**src/rtl/bool_pkg.sv**
```systemverilog
// bool_pkg: shared state, index and truth-table constants for the boolean unit and its inference helper.
package bool_pkg;

   typedef enum logic [1:0] {
      BI_IDLE    = 2'd0,
      BI_COLLECT = 2'd1,
      BI_DONE    = 2'd2
   } bi_state_e;

   localparam logic [1:0] BI_IDX_00 = 2'd0;
   localparam logic [1:0] BI_IDX_01 = 2'd1;
   localparam logic [1:0] BI_IDX_10 = 2'd2;
   localparam logic [1:0] BI_IDX_11 = 2'd3;

   localparam logic [3:0] FN_AND  = 4'b1000;
   localparam logic [3:0] FN_OR   = 4'b1110;
   localparam logic [3:0] FN_XOR  = 4'b0110;
   localparam logic [3:0] FN_NAND = 4'b0111;
   localparam logic [3:0] FN_NOR  = 4'b0001;
   localparam logic [3:0] FN_XNOR = 4'b1001;

   function automatic logic [15:0] sat_inc16(input logic [15:0] v);
      return (&v) ? v : v + 16'd1;
   endfunction

endpackage

```
**src/rtl/bool_sample_scan.sv**
```systemverilog
// bool_sample_scan: reduces one (a, b, r) sample to per-entry "seen 1" / "seen 0" flags.
module bool_sample_scan #(
   parameter int WIDTH = 32
) (
   input  logic [WIDTH-1:0] in_a_i,
   input  logic [WIDTH-1:0] in_b_i,
   input  logic [WIDTH-1:0] in_r_i,
   output logic [3:0]       ones_o,
   output logic [3:0]       zeros_o
);

   for (genvar k = 0; k < 4; k++) begin : g_idx
      localparam logic [1:0] K = 2'(k);
      logic [WIDTH-1:0] w_sel;
      assign w_sel      = ~(in_a_i ^ {WIDTH{K[1]}}) & ~(in_b_i ^ {WIDTH{K[0]}});
      assign ones_o[k]  = |(w_sel & in_r_i);
      assign zeros_o[k] = |(w_sel & ~in_r_i);
   end

endmodule

```
**src/rtl/bool_fn_infer.sv**
```systemverilog
// bool_fn_infer: reconstructs a 4-entry truth table from (a, b, r) samples.
// Optional BOOL_INFER_STATS_EN adds a saturating per-inference sample counter.
module bool_fn_infer
   import bool_pkg::*;
#(
   parameter int WIDTH = 32
) (
   input  logic             clk_i,
   input  logic             rst_n_i,
   input  logic             clear_i,
   input  logic             in_valid_i,
   output logic             in_ready_o,
   input  logic [WIDTH-1:0] in_a_i,
   input  logic [WIDTH-1:0] in_b_i,
   input  logic [WIDTH-1:0] in_r_i,
   input  logic             in_last_i,
   output logic             res_valid_o,
   input  logic             res_ready_i,
   output logic [3:0]       fn_o,
   output logic [3:0]       known_o,
   output logic             conflict_o
`ifdef BOOL_INFER_STATS_EN
   ,
   output logic [15:0]      sample_cnt_o
`endif
);

   bi_state_e  r_state;
   logic       r_in_ready;
   logic       r_res_valid;
   logic [3:0] r_fn;
   logic [3:0] r_known;
   logic       r_conflict;

   logic [3:0] w_ones;
   logic [3:0] w_zeros;
   logic       w_collect;
   logic       w_accept;
   logic [3:0] w_base_fn;
   logic [3:0] w_base_known;
   logic       w_base_conflict;
   logic [3:0] w_entry_conflict;
   logic [3:0] w_new_fn;
   logic [3:0] w_new_known;
   logic       w_new_conflict;
   logic       w_term;

   bool_sample_scan #(.WIDTH(WIDTH)) u_scan (
      .in_a_i  (in_a_i),
      .in_b_i  (in_b_i),
      .in_r_i  (in_r_i),
      .ones_o  (w_ones),
      .zeros_o (w_zeros)
   );

   // A sample accepted in IDLE starts from empty state; only COLLECT carries history.
   assign w_collect        = r_state == BI_COLLECT;
   assign w_accept         = in_valid_i & r_in_ready;
   assign w_base_fn        = w_collect ? r_fn : 4'd0;
   assign w_base_known     = w_collect ? r_known : 4'd0;
   assign w_base_conflict  = w_collect & r_conflict;
   assign w_entry_conflict = (w_ones & w_zeros)
                           | (w_base_known & ((w_base_fn & w_zeros) | (~w_base_fn & w_ones)));
   assign w_new_known      = w_base_known | w_ones | w_zeros;
   assign w_new_fn         = w_base_fn | w_ones;
   assign w_new_conflict   = w_base_conflict | (|w_entry_conflict);
   assign w_term           = in_last_i | (&w_new_known) | w_new_conflict;

   always_ff @(posedge clk_i or negedge rst_n_i) begin
      if (!rst_n_i) begin
         r_state     <= BI_IDLE;
         r_in_ready  <= 1'b1;
         r_res_valid <= 1'b0;
         r_fn        <= 4'd0;
         r_known     <= 4'd0;
         r_conflict  <= 1'b0;
      end else if (clear_i) begin
         r_state     <= BI_IDLE;
         r_in_ready  <= 1'b1;
         r_res_valid <= 1'b0;
         r_fn        <= 4'd0;
         r_known     <= 4'd0;
         r_conflict  <= 1'b0;
      end else if (w_accept) begin
         r_state     <= w_term ? BI_DONE : BI_COLLECT;
         r_in_ready  <= ~w_term;
         r_res_valid <= w_term;
         r_fn        <= w_new_fn;
         r_known     <= w_new_known;
         r_conflict  <= w_new_conflict;
      end else if (r_state == BI_DONE && res_ready_i) begin
         r_state     <= BI_IDLE;
         r_in_ready  <= 1'b1;
         r_res_valid <= 1'b0;
      end
   end

`ifdef BOOL_INFER_STATS_EN
   logic [15:0] r_cnt;
   always_ff @(posedge clk_i or negedge rst_n_i) begin
      if (!rst_n_i)
         r_cnt <= 16'd0;
      else if (clear_i)
         r_cnt <= 16'd0;
      else if (w_accept)
         r_cnt <= sat_inc16(w_collect ? r_cnt : 16'd0);
   end
   assign sample_cnt_o = r_cnt;
`endif

   assign in_ready_o  = r_in_ready;
   assign res_valid_o = r_res_valid;
   assign fn_o        = r_fn;
   assign known_o     = r_known;
   assign conflict_o  = r_conflict;

endmodule

```
**config.mk**
```make
export PLATFORM = sky130hd
export DESIGN_NAME = bool_fn_infer
export DESIGN_NICKNAME = d
export VERILOG_FILES = /design/src/rtl/bool_pkg.sv /design/src/rtl/bool_sample_scan.sv /design/src/rtl/bool_fn_infer.sv
export SDC_FILE = /design/constraint.sdc
export NUM_CORES = 1
export LEC_CHECK = 0
export CAP_MARGIN = 0
export CORE_MARGIN = 5
export CORE_UTILIZATION = 35
export CTS_BUF_LIST = sky130_fd_sc_hd__clkbuf_16
export DETAILED_ROUTE_END_ITERATION = 8
export GPL_TIMING_DRIVEN = 0
export PLACE_DENSITY = 0.78
export SLEW_MARGIN = 15
export SYNTH_ARGS = -nofsm -noshare
export SYNTH_HDL_FRONTEND = slang
export SYNTH_HIERARCHICAL = 1
export SYNTH_SLANG_ARGS = --single-unit
```
**constraint.sdc**
```tcl
create_clock -name clk_i -period 2.7 [get_ports clk_i]
set_input_delay 0.405 -clock clk_i [delete_from_list [all_inputs] [get_ports clk_i]]
set_output_delay 0.405 -clock clk_i [all_outputs]
set_load 0.1 [all_outputs]
```
* Yosys cells after proc, flatten, opt, wreduce, memory -nomap -nowiden
Index checks and enable logic that the tools add are counted.
** Word-level totals
- Logic and storage cells :: 72
- Bits in registers :: 13
- Output and inout port bits :: 11
- Bits of input ports :: 102
** Cells by class
- Reductions and logical operators :: 13
- Equality and inequality tests :: 2
- Bitwise gates (word level) :: 33
- Mux-type cells :: 18
** Operators by type and width (count)
- 32-bit AND :: 12
- 32-bit OR reduction :: 8
- 32-bit NOT :: 5
- 4-bit two-way mux :: 6
- 4-bit OR :: 5
- 4-bit AND :: 4
- 1-bit two-way mux :: 8
- 2-bit two-way mux :: 4
- 4-bit NOT :: 1
- 4-bit AND reduction :: 1
- 4-bit OR reduction :: 1
- 1-bit OR :: 3
- 3-bit nonzero test :: 1
- 1-bit AND :: 2
- 2-bit by 1-bit == test with 1-bit output, second input constant :: 1
- 2-bit == test, second input constant :: 1
- 2-bit nonzero test :: 1
- 1-bit logical AND :: 1
- 1-bit NOT :: 1

* Depth between registers and ports, before layout
Gate-level depths: netlist of the first run.
- Depth in word-level cells :: 15
- Gate-level depth with buffers :: 9
- Gate-level depth less buffers :: 8

* Cells and area by module
Netlist of the first run, hierarchy kept.
** Modules (own cells, without submodules)
- bool_sample_scan :: seq. area each 0.0 µm², times used 1, area each 2362.3 µm², cells each 408
- bool_fn_infer :: seq. area each 301.5 µm², times used 1, area each 664.4 µm², cells each 64

* Least setup slack after synthesis of the first run
No wires, ideal clock.
- Path kind :: input -> register
- Start :: input in_b_i[5]
- End :: register r_state[1]
- Required time :: 2576 ps
- Data arrival time :: 2532 ps
- Path slack :: 44 ps
- Stages :: 9
- Path through :: buf_2 nor2_1 a2111oi_1 nand3_1 or4_1 mux2i_1 o22ai_1 a2111o_1 o31a_1
** Between the ends
- Elaborated cells on any way between the ends :: 38
** RTL lines
- from (decl) :: line bool_fn_infer.sv:14 : input logic [WIDTH-1:0] in_b_i,
- 32-bit NOT * :: line bool_sample_scan.sv:15 : assign w_sel = ~(in_a_i ^ {WIDTH{K[1]}}) & ~(in_b_i ^ {WIDTH{K[0]}});
- 32-bit AND * :: line bool_sample_scan.sv:15
- 32-bit AND * :: line bool_sample_scan.sv:16 : assign ones_o[k] = |(w_sel & in_r_i);
- 32-bit OR reduction * :: line bool_sample_scan.sv:16
- net w_ones[0] :: line bool_fn_infer.sv:35 : logic [3:0] w_ones;
- 4-bit AND :: line bool_fn_infer.sv:63 : | (w_base_known & ((w_base_fn & w_zeros) | (~w_base_fn & w_ones)));
- 4-bit OR :: line bool_fn_infer.sv:63
- 4-bit AND :: line bool_fn_infer.sv:63
- 4-bit OR :: line bool_fn_infer.sv:63
- 4-bit OR reduction :: line bool_fn_infer.sv:66 : assign w_new_conflict = w_base_conflict | (|w_entry_conflict);
- 1-bit OR :: line bool_fn_infer.sv:66
- 1-bit OR * :: line bool_fn_infer.sv:67 : assign w_term = in_last_i | (&w_new_known) | w_new_conflict;
- 2-bit two-way mux * :: line bool_fn_infer.sv:85 : r_state <= w_term ? BI_DONE : BI_COLLECT;
- 2-bit two-way mux * :: line bool_fn_infer.sv:84 : end else if (w_accept) begin
- 2-bit two-way mux * :: line bool_fn_infer.sv:77 : end else if (clear_i) begin
- to (signal assigned) :: line bool_fn_infer.sv:85
- to (decl) :: line bool_fn_infer.sv:28 : bi_state_e r_state;
The timed path passes the listed nets; every way through them passes the cells marked *.
A chain may end at the register's enable or synchronous reset.

* Worst setup path after layout of the first run
- Start :: input in_a_i[25]
- End :: register r_state[0]
** Between the ends
- Elaborated cells on any way between the ends :: 38
** RTL lines
- from (decl) :: line bool_fn_infer.sv:13 : input logic [WIDTH-1:0] in_a_i,
- 32-bit NOT * :: line bool_sample_scan.sv:15
- 32-bit AND * :: line bool_sample_scan.sv:15
- 32-bit AND * :: line bool_sample_scan.sv:17 : assign zeros_o[k] = |(w_sel & ~in_r_i);
- 32-bit OR reduction * :: line bool_sample_scan.sv:17
- net w_zeros[1] :: line bool_fn_infer.sv:36 : logic [3:0] w_zeros;
- 4-bit AND :: line bool_fn_infer.sv:63
- 4-bit OR :: line bool_fn_infer.sv:63
- 4-bit AND :: line bool_fn_infer.sv:63
- 4-bit OR :: line bool_fn_infer.sv:63
- 4-bit OR reduction :: line bool_fn_infer.sv:66
- 1-bit OR :: line bool_fn_infer.sv:66
- 1-bit OR * :: line bool_fn_infer.sv:67
- 2-bit two-way mux * :: line bool_fn_infer.sv:85
- 2-bit two-way mux * :: line bool_fn_infer.sv:84
- 2-bit two-way mux * :: line bool_fn_infer.sv:77
Marks and branches as above.

==> key figures, run 1 <==
Floorplanning
  • I/O pin count: 113
  • Die width: 103 µm
  • Die Y: 103 µm
  • Die area: 10600 µm²
  • Starting Density: 35.2%
  • Core box area: approximately 8600 µm²
  • Site Rows: 34

Yosys
  • Synth cell types: 37
  • Synth area leaders: nor3b_1 16%, nand3b_1 14%, dfrtp_1 9.1%
  • Syn_nets: 574
  • Sequential share of the synthesized area: 9.96%
  • Post-synth EDFFs: 0
  • Warnings from Yosys: 6
  • Area share of the largest cell type after synthesis: 15.9%
  • Synth Register Bits: 12
  • Post-synth ARST share: 100%
  • Syn avg cell area: 6.41 µm²
  • Post-Syn Instances: roughly 470
  • Cell area after synthesis: 3030 µm²
  • Synth Flop Type: dfrtp_1
  • Cell taking the most area after synthesis: nor3b_1

STA
  • Setup Viol. Count Final: 0
  • Period minus WS final: 2.69 ns
  • Worst-case clock skew: roughly 0.00056 ns
  • Slew @ Worst Pin: between 0.9 and 1 ns
  • Period utilisation layout: 99.7%
  • Max Slew Vio Count: 0
  • RSZ-0062 raised after global routing: true
  • Setup_tns: 0 ns
  • Relative slew slack: between 30% and 40%
  • Peak Freq: 0.371 GHz
  • Worst setup margin: 0.00758 ns
  • Fin. Hold Viols: 0

Critical path
  • CP Capture Type: flop
  • Crit-path max FO: 8
  • CP Class: in2reg
  • Flop2flop setup slack: slightly above 1 ns
  • Crit path arrival time: roughly 2.8 ns
  • CP startpoint kind: primary input
  • Req. time, crit path: around 2.8 ns

Detailed routing
  • Pre-Repair DR Iteration Count: 7
  • Vias: about 4400
  • Routed vias/inst: 6.58
  • # DRC: 0
  • Starting DRT DRC Count: 476
  • Routed WL per cell: 22.0 µm
  • Antenna-violating nets left: 0
  • Total length of routed wires: 14600 µm

Global route
  • GRT Resource Usage Total: between 20% and 30%
  • GRT overflow: 0
  • Vias in the first global route: just over 4000
  • Global-route wire length before repair: 21400 µm
  • Pin count of the biggest net entering global routing: 13
  • Initial antenna violation count: 0

Clocking
  • Clock sink count: 12
  • Clk root buf: clkbuf_16
  • H-tree depth: 1
  • Clock Tree Buf Depth: 2
  • Hold buffer count at cts: 0
  • TritonCTS Buffers: 3
  • CTS tree: yes
  • Clock-pin slew on the worst setup and hold paths: 0.04 ns
  • Worst-Skew Late Latency: roughly 0.24 ns

Placed design
  • GP Congestion: approximately 0.96
  • Dpl ws: -0.949 ns
  • Dpl hpwl: 11400 µm
  • PortBufs: 77

Finish
  • Diodes inserted: 0
  • Layout Nets: between 600 and 700
  • Area growth, synth to finish: 32.7%
  • Share of cells above drive strength 1: 18.9%
  • Commonest non-fill, non-tap cell in the layout: nor3b_1
  • Commonest cells after routing, fill and taps aside: 62 x nor3b_1, 58 x nand3b_1, 52 x nand2_1

Pwr
  • Comb pwr share: 59.6%
  • Internal power: approximately 650 µW
  • P_sw: roughly 570 µW
  • Seq pwr share: 17.9%
  • P_leak: 0.00143 µW
  • Maximum vdd drop: 165 µV
  • PwrDens: 302 nW/µm²
  • Clk network pwr share: 22.6%
  • Net switching fraction of the power: 46.8%

Hold path
  • Min-Delay Path Class: in2async

Run
  • Max-cap violations: 0

Outcome
  • Status: finished, final reports clean
## synthesized netlist by cell type (2+ instances only)
| cell type | number |
|---|---|
| and4_1 | 2 |
| nand3b_1 | 58 |
| nor4_1 | 22 |
| a22oi_1 | 16 |
| nor2_1 | 41 |
| and3_1 | 13 |
| a31oi_1 | 13 |
| or2_2 | 2 |
| nand2_1 | 52 |
| a21oi_1 | 7 |
| nor3_1 | 38 |
| o21ai_0 | 17 |
| nand3_1 | 12 |
| o41ai_2 | 2 |
| nand4_1 | 21 |
| or4_1 | 3 |
| or3_1 | 3 |
| nor3b_1 | 64 |
| a22o_1 | 4 |
| nand2b_1 | 2 |
| mux2i_1 | 4 |
| clkbuf_1 | 35 |
| dfrtp_1 | 11 |
| o22ai_1 | 16 |
| o2111ai_1 | 2 |
## worst max-delay path: stages
cell and delay (ns):
clkdlybuf4s15_2 0.28, nor3b_1 0.09, nor4_2 0.43, nand4_1 0.17
or3_4 0.38, mux2i_1 0.16, o22ai_1 0.11, a2111o_1 0.50
o41ai_2 0.31
## flip-flops by register name, indices dropped and copies added (netlist names)
name,count
fn_o,4
r_state,2
conflict_o,1
in_ready_o,1
known_o,4
## power groups by stage
stage / registers (µW) / clock network (µW) / logic (µW)
after global routing: 219 / 283 / 759
after floorplan: 340 / 0 / 274
after detailed placement: 219 / 0 / 709
final: 217 / 274 / 723
after CTS: 217 / 276 / 700
after global placement: 217 / 0 / 703
## layer usage
| layer | vias to the layer above | global-route usage [%] | share of wire, % |
|---|---|---|---|
| li1 | 2000 | - | - |
| met1 | 1997 | 32.6 | 38 |
| met2 | 320 | 41.9 | 46 |
| met3 | 46 | 5.62 | 12 |
| met4 | 0 | 13.3 | 4.6 |
| met5 | - | 0 | 0 |
## logic make-up (layout without fill, tap and decap cells)
family | after synthesis | in the layout | synth area share, %
muxes | 4 | 4 | 1.32
DFF | 12 | 12 | 9.96
buffers and inverters | 37 | 120 | 4.63
and+or+nand+nor | 336 | 336 | 65.5
AOI/OAI and AO/OA | 83 | 83 | 18.6
## per-stage QoR
stage / hold WS (ns) / std cells / utilization (%) / total power, µW / area [µm²]
2_1_floorplan: 0.109 / 472 / - / 613 / 3030
3_3_place_gp: 0.498 / 657 / 45.8 / 920 / 3930
3_5_place_dp: 0.519 / 657 / 45.8 / 927 / 3930
4_1_cts: 0.529 / 663 / 47.4 / 1190 / 4080
5_1_grt: 0.564 / 663 / 46.7 / 1260 / 4020
6_report: 0.531 / 663 / 46.7 / 1210 / 4020
## repair_timing
item,4_1_cts,5_1_grt
resized for setup,176,90
hold endpoints to repair,0,0
buffers inserted,2,0
pin swaps,21,10
endpoints found under the setup margin,5,4
## worst paths after layout
| kind | cells past startpoint | to | start |
|---|---|---|---|
| worst max-delay path | 9 | r_state[0]$_DFFE_PN0P_ | in_a_i[25] |
| worst min-delay path | 1 | conflict_o$_DFFE_PN0P_ | rst_n_i |
| worst max register to register | 4 | r_state[1]$_DFFE_PN0P_ | r_state[1]$_DFFE_PN0P_ |
| worst min register to register | 2 | known_o[2]$_DFFE_PN0P_ | known_o[2]$_DFFE_PN0P_ |
| max in group asynchronous | 1 | in_ready_o$_DFFE_PN1P_ | rst_n_i |
| min in group clk_i | 2 | known_o[2]$_DFFE_PN0P_ | known_o[2]$_DFFE_PN0P_ |
## area by class of cell
type,instances,area [µm²]
fill,904,4580
multi-input combinational,423,2690
timing repair buffer,79,641
sequential,12,302
buffer,36,163
tap,108,135
clock buffer,3,75.1
clock inverter,1,3.75
inverter,1,3.75
(Power assumes the default switching activity.)
==> run 2, diff against run 1 <==
- clock period: 2.7 -> 3.5 ns (I/O delays scaled with it)
==> run 2 against run 1 <==
Sequential share of layout area barely moved. Critical path depth did not move. Final area rose by 0.34%. First-iteration DRC count fell by 4.4%. Die area did not move. Register-to-register slack improved by 0.80 ns. Clock power fell by 24%. Power fell by 22%. Sequential cell count did not move. Setup slack improved by 0.059 ns. Largest cell class unchanged. Highest routed layer unchanged.
==> key figures, run 2 (synthesis results as in run 1) <==
Outcome
  • Status: finished, final reports clean

Detailed routing
  • Pre-Repair DR Iteration Count: 5 (-2)
  • Total length of routed wires: 14300 µm (-1.8%)
  • # DRC: 0 (unchanged)
  • Met2 routed WL: 6490 µm (-2.7%)
  • WL met1: 5620 µm (+0.77%)
  • Routed WL per cell: 21.7 µm (-1.5%)
  • Met3 wire len: 1560 µm (-8.1%)
  • Antenna-violating nets left: 0 (unchanged)
  • Routed vias/inst: 6.51 (-1.0%)
  • Starting DRT DRC Count: 455 (-4.4%)
  • Vias: 4306 (-1.3%)
  • Highest Signal Layer: met4

Clocking
  • CTS tree: yes
  • Clock-pin slew on the worst setup and hold paths: 0.04 ns (about the same)
  • Postcts setup bufs: 0 (-2)
  • TritonCTS Buffers: 3 (unchanged)
  • H-tree depth: 1 (unchanged)
  • Clock sink count: 12 (unchanged)
  • Clock Tree Buf Depth: 2 (unchanged)
  • Clk root buf: clkbuf_16
  • Worst-Skew Late Latency: 0.24 ns (about the same)

Pwr
  • Total power: 942 µW (-22%)
  • PwrDens: 234 nW/µm² (-23%)
  • Maximum vdd drop: 127 µV (-23%)
  • P_leak: 0.00133 µW (-7.3%)

Floorplanning
  • Die area: 10600 µm² (unchanged)
  • Core box area: 8590 µm² (unchanged)
  • Die Y: 103 µm (unchanged)
  • I/O pin count: 113 (unchanged)
  • Die width: 103 µm (unchanged)
  • Site Rows: 34 (unchanged)
  • Starting Density: 35.2% (unchanged)

STA
  • Peak Freq: 0.291 GHz
  • Worst-case clock skew: 0.00107 ns (+0.000501 ns)
  • Fin. Hold Viols: 0 (unchanged)
  • RSZ-0062 raised after global routing: false
  • Period utilisation layout: 98.1%
  • Relative slew slack: 35.0% (about the same)
  • Slew @ Worst Pin: 0.973 ns (+0.00000310 ns)
  • Setup Viol. Count Final: 0 (unchanged)
  • Max Slew Vio Count: 0 (unchanged)
  • Period minus WS final: approximately 3.4 ns

Placed design
  • Placed Area: 3930 µm² (unchanged)
  • PortBufs: 77 (unchanged)
  • GP Congestion: 0.965 (unchanged)
  • Dpl hpwl: 11400 µm (unchanged)
  • Placed instance count: 657 (unchanged)

Global route
  • Pin count of the biggest net entering global routing: 13 (unchanged)
  • GRT overflow: 0 (unchanged)
  • Vias in the first global route: 3977 (-2.3%)
  • GRT Resource Usage Total: 25.5% (-0.53 points)
  • Global-route wire length before repair: 21000 µm (-2.2%)
  • Initial antenna violation count: 0 (unchanged)

Finish
  • Commonest non-fill, non-tap cell in the layout: clkdlybuf4s50_1
  • Filler Cell Count: 889 (-1.7%)
  • Layout Cells excl Fill: 661 (-0.30%)
  • Commonest cells after routing, fill and taps aside: 76 x clkdlybuf4s50_1, 64 x nor3b_1, 58 x nand3b_1
  • Layout Nets: 656 (-0.30%)
  • Diodes inserted: 0 (unchanged)
  • Finished Cell Area: 4030 µm² (+0.34%)
  • Area growth, synth to finish: 33.1%
  • Share of cells above drive strength 1: 2.89% (-16 points)

Hold path
  • Min-Delay Path Class: reg2reg

Critical path
  • Crit path arrival time: 3.56 ns (+0.73 ns)
  • CP startpoint kind: primary input
  • Crit-path max FO: 8 (unchanged)
  • Flop2flop setup slack: 1.82 ns (+0.80 ns)
  • CP Class: in2reg
  • CP Capture Type: flop
  • Req. time, crit path: 3.62 ns (+0.78 ns)

Run
  • Max-cap violations: 0 (unchanged)
==> run 2: cell types whose count changed in the layout (fill, tap and decap cells not counted), moves of 4 or more <==
| cell | change |
|---|---|
| clkdlybuf4s50_1 | +60 |
| clkbuf_2 | -33 |
| buf_2 | -14 |
| nor4_1 | +4 |
| clkbuf_4 | -4 |
| clkdlybuf4s15_2 | -20 |
| clkbuf_1 | +18 |
==> run 2: path summary, 6_finish.rpt <==
path	to	from	depth (start not counted)
max	r_state[1]$_DFFE_PN0P_	in_b_i[4]	9
min	known_o[2]$_DFFE_PN0P_	known_o[2]$_DFFE_PN0P_	2
max reg2reg	r_state[1]$_DFFE_PN0P_	r_state[1]$_DFFE_PN0P_	4
min reg2reg	known_o[2]$_DFFE_PN0P_	known_o[2]$_DFFE_PN0P_	2
max in group asynchronous	in_ready_o$_DFFE_PN1P_	rst_n_i	1
min in group asynchronous	conflict_o$_DFFE_PN0P_	rst_n_i	1
==> run 2: area by class of cell <==
cell class,count,area (µm²),share of cell area (%)
multi-input combinational,423,2600,64.5
timing repair buffer,77,773,19.2
sequential,12,302,7.48
buffer,36,136,3.39
tap,108,135,3.35
clock buffer,3,75.1,1.86
clock inverter,1,3.75,0.0932
inverter,1,3.75,0.0932
==> run 2: critical path, cell delays in order <==
cell and delay (ns):
clkdlybuf4s50_1 0.55, nor3b_1 0.21, nor4_1 0.50, nand4_1 0.19, or3_1 0.47, mux2i_1 0.18, o22ai_1 0.11, a2111o_1 0.50
o31a_1 0.33
==> run 2: through the flow <==
step                setup slack [ns]  hold slack [ns]  setup TNS (ns)  utilization, %
floorplan                      0.724            0.229               0               -
global placement              -0.157            0.498          -0.488            45.8
detailed placement            -0.269            0.519          -0.969            45.8
CTS                           0.0476            0.529               0            46.7
global route                  0.0248            0.573               0            46.9
finish                        0.0662            0.528               0            46.9
==> run 2: power breakdown <==
part | leakage (µW) | total (µW) | switching (µW) | internal (µW)
sequential | 0.000154 | 167 | 13.9 | 153
combinational | 0.00113 | 565 | 356 | 209
clock | 0.0000423 | 209 | 59.2 | 150
==> run 2: per-layer routing <==
metal | track usage [%] | vias up
met3 | 4.53 | 48
met1 | 32.5 | 1956
met4 | 11.6 | 0
li1 | - | 1989
met2 | 41.8 | 313
met5 | 0 | -
==> run 2: timing repair <==
item / 4_1_cts / 5_1_grt
resized for setup: 1 / 3
hold buffers: 0 / 0
setup endpoints to repair: 3 / 4
==> run 3, diff against run 2 <==
- CORE_UTILIZATION: 35 -> 30
- PLACE_DENSITY: 0.78 -> 0.7
==> run 3 against run 2 <==
Critical path type unchanged. Clock-buffer cell count unchanged. Sequential share of layout area down 0.085 points. Die area grew 15%.
==> key figures, run 3 (synthesis results as in run 1) <==
Critical path
  • Critical Path Sink: r_state[1]$_DFFE_PN0P_
  • Crit path arrival time: 3.57 ns (about the same)
  • CP startpoint kind: primary input
  • Critical path's largest stage delay: 0.68 ns (+0.13 ns)
  • Worst r2r src: r_state[1]$_DFFE_PN0P_
  • Crit-path cells: clkdlybuf4s50_1 -> nor3b_1 -> nor4_2 -> nand4_1 -> or3_1 -> mux2i_1 -> o22ai_1 -> a2111o_1 -> o31a_1
  • Crit-path max FO: 8 (unchanged)
  • Slowest cell on crit path: clkdlybuf4s50_1
  • CP Class: in2reg
  • Critical path launch point: in_a_i[25]
  • CP Capture Type: flop
  • Flop2flop setup slack: 1.86 ns (+0.04 ns)
  • R2R depth: 4 (unchanged)
  • Worst r2r dst: r_state[1]$_DFFE_PN0P_
  • Req. time, crit path: 3.63 ns (about the same)

Floorplanning
  • Die width: 110 µm (+7.2%)
  • Die area: 12200 µm² (+15%)
  • I/O pin count: 113 (unchanged)
  • Starting Density: 30.8% (-4.4 points)
  • Core box area: 9820 µm² (+14%)
  • Site Rows: 36 (+5.9%)
  • Die Y: 110 µm (+7.2%)

Finish
  • Layout Cells excl Fill: 686 (+3.8%)
  • Finished Cell Area: 4080 µm² (+1.1%)
  • Layout Nets: 656 (unchanged)
  • Commonest cells after routing, fill and taps aside: 75 x clkdlybuf4s50_1, 64 x nor3b_1, 58 x nand3b_1
  • Filler Cell Count: 1080 (+21%)
  • Area growth, synth to finish: 34.6%
  • Commonest non-fill, non-tap cell in the layout: clkdlybuf4s50_1
  • Diodes inserted: 0 (unchanged)
  • Share of cells above drive strength 1: 2.89% (unchanged)

STA
  • Worst-case clock skew: 0.00648 ns (+0.00541 ns)
  • Peak Freq: 0.291 GHz (-0.25%)
  • Worst setup margin: 0.0577 ns (-0.00851 ns)
  • RSZ-0062 raised after global routing: false
  • Slew @ Worst Pin: 0.981 ns (+0.00793 ns)
  • Period minus WS final: 3.44 ns (+0.00851 ns)
  • Setup Viol. Count Final: 0 (unchanged)
  • Relative slew slack: 34.4% (-0.53 points)
  • Max Slew Vio Count: 0 (unchanged)
  • Period utilisation layout: 98.4% (+0.24 points)
  • Fin. Hold Viols: 0 (unchanged)

Pwr
  • Total power: 954 µW (+1.3%)
  • P_leak: 0.00133 µW (+0.59%)
  • Maximum vdd drop: 153 µV (+21%)
  • PwrDens: 234 nW/µm² (+0.13%)

Global route
  • Initial antenna violation count: 0 (unchanged)
  • GRT overflow: 0 (unchanged)
  • GRT Resource Usage Total: 23.4% (-2.1 points)
  • Pin count of the biggest net entering global routing: 13 (unchanged)
  • Vias in the first global route: 4053 (+1.9%)
  • Global-route wire length before repair: 22900 µm (+9.4%)

Clocking
  • CTS tree: yes
  • Postcts setup bufs: 0 (unchanged)
  • Clock sink count: 12 (unchanged)
  • Worst-Skew Late Latency: 0.24 ns (about the same)
  • TritonCTS Buffers: 3 (unchanged)
  • Clk root buf: clkbuf_16
  • H-tree depth: 1 (unchanged)
  • Clock Tree Buf Depth: 2 (unchanged)
  • Hold buffer count at cts: 0 (unchanged)
  • Clock-pin slew on the worst setup and hold paths: 0.05 ns (about the same)

Detailed routing
  • Total length of routed wires: 15200 µm (+6.0%)
  • Antenna-violating nets left: 0 (unchanged)
  • # DRC: 0 (unchanged)
  • Pre-Repair DR Iteration Count: 5 (unchanged)
  • Starting DRT DRC Count: 425 (-6.6%)
  • Routed WL per cell: 22.2 µm (+2.1%)
  • Vias: 4245 (-1.4%)
  • Routed vias/inst: 6.19 (-5.0%)

Placed design
  • Placed instance count: 682 (+3.8%)
  • Placed Area: 3960 µm² (+0.80%)
  • PortBufs: 77 (unchanged)
  • Dpl hpwl: 12000 µm (+5.5%)
  • Dpl ws: -0.349 ns (-0.0804 ns)
  • GP Congestion: 0.977 (+1.3%)

Hold path
  • Min-Delay Path Class: reg2reg

Run
  • Max-cap violations: 0 (unchanged)

Outcome
  • Status: finished, final reports clean
-- run 3: cell types whose count changed in the layout (fill, tap and decap cells not counted) --
cell	before	now
a2111oi_2	1	0
inv_1	2	1
clkdlybuf4s50_1	76	75
a2111oi_4	0	1
clkinv_1	0	1
dlymetal6s2s_1	1	2
-- run 3: worst min-delay path by stage --
stage / startpoint / to / slack, ns / cells after the start
final: known_o[1]$_DFFE_PN0P_ / known_o[1]$_DFFE_PN0P_ / 0.54 / 2
after global routing: known_o[1]$_DFFE_PN0P_ / known_o[1]$_DFFE_PN0P_ / 0.57 / 2
after CTS: known_o[1]$_DFFE_PN0P_ / known_o[1]$_DFFE_PN0P_ / 0.54 / 2
after detailed placement: known_o[1]$_DFFE_PN0P_ / known_o[1]$_DFFE_PN0P_ / 0.53 / 2
after global placement: known_o[3]$_DFFE_PN0P_ / known_o[3]$_DFFE_PN0P_ / 0.51 / 2
after floorplan: rst_n_i / conflict_o$_DFFE_PN0P_ / 0.23 / 0
-- run 3: final cells by class --
class	count	area [µm²]	share of cell area [%]
Clock inverter	1	3.75	0.0921
Tap cell	133	166	4.08
Multi-Input combinational cell	423	2610	64.1
Inverter	1	3.75	0.0921
Timing Repair Buffer	77	776	19.0
Clock buffer	3	75.1	1.84
Buffer	36	136	3.35
Sequential cell	12	302	7.40
-- run 3: what timing repair did --
item,4_1_cts,5_1_grt
pin swaps,0,1
setup endpoints to repair,4,4
resized for setup,2,4
-- run 3: where the power goes --
group	switching, µW	leakage (µW)	internal [µW]
logic	364	0.00114	210
registers	14.8	0.000154	153
clock network	61.0	0.0000385	151
total	440	0.00133	514
-- run 3: worst max-delay path, delay by kind of cell --
family | cells | cell delay (ns)
multiplexers | 1 | 0.16
AND/OR/NAND/NOR | 4 | 1.32
buffers and inverters | 1 | 0.68
AO/OA/AOI/OAI | 3 | 0.88
-- run 3: metal layers --
metal | GRT usage (%) | share of wire (%) | vias to the layer above
met3 | 4.65 | 8.9 | 32
li1 | - | - | 1988
met2 | 35.4 | 43 | 229
met1 | 33.3 | 45 | 1996
met4 | 7.22 | 3.5 | 0
met5 | 0 | 0 | -
-- run 3: per-stage QoR --
stage	hold slack (ns)	util [%]	TNS, ns
6_report	0.538	41.5	0
5_1_grt	0.570	41.5	0
4_1_cts	0.540	41.3	0
3_5_place_dp	0.531	40.4	-1.31
3_3_place_gp	0.510	40.4	-1.35
2_1_floorplan	0.229	-	0
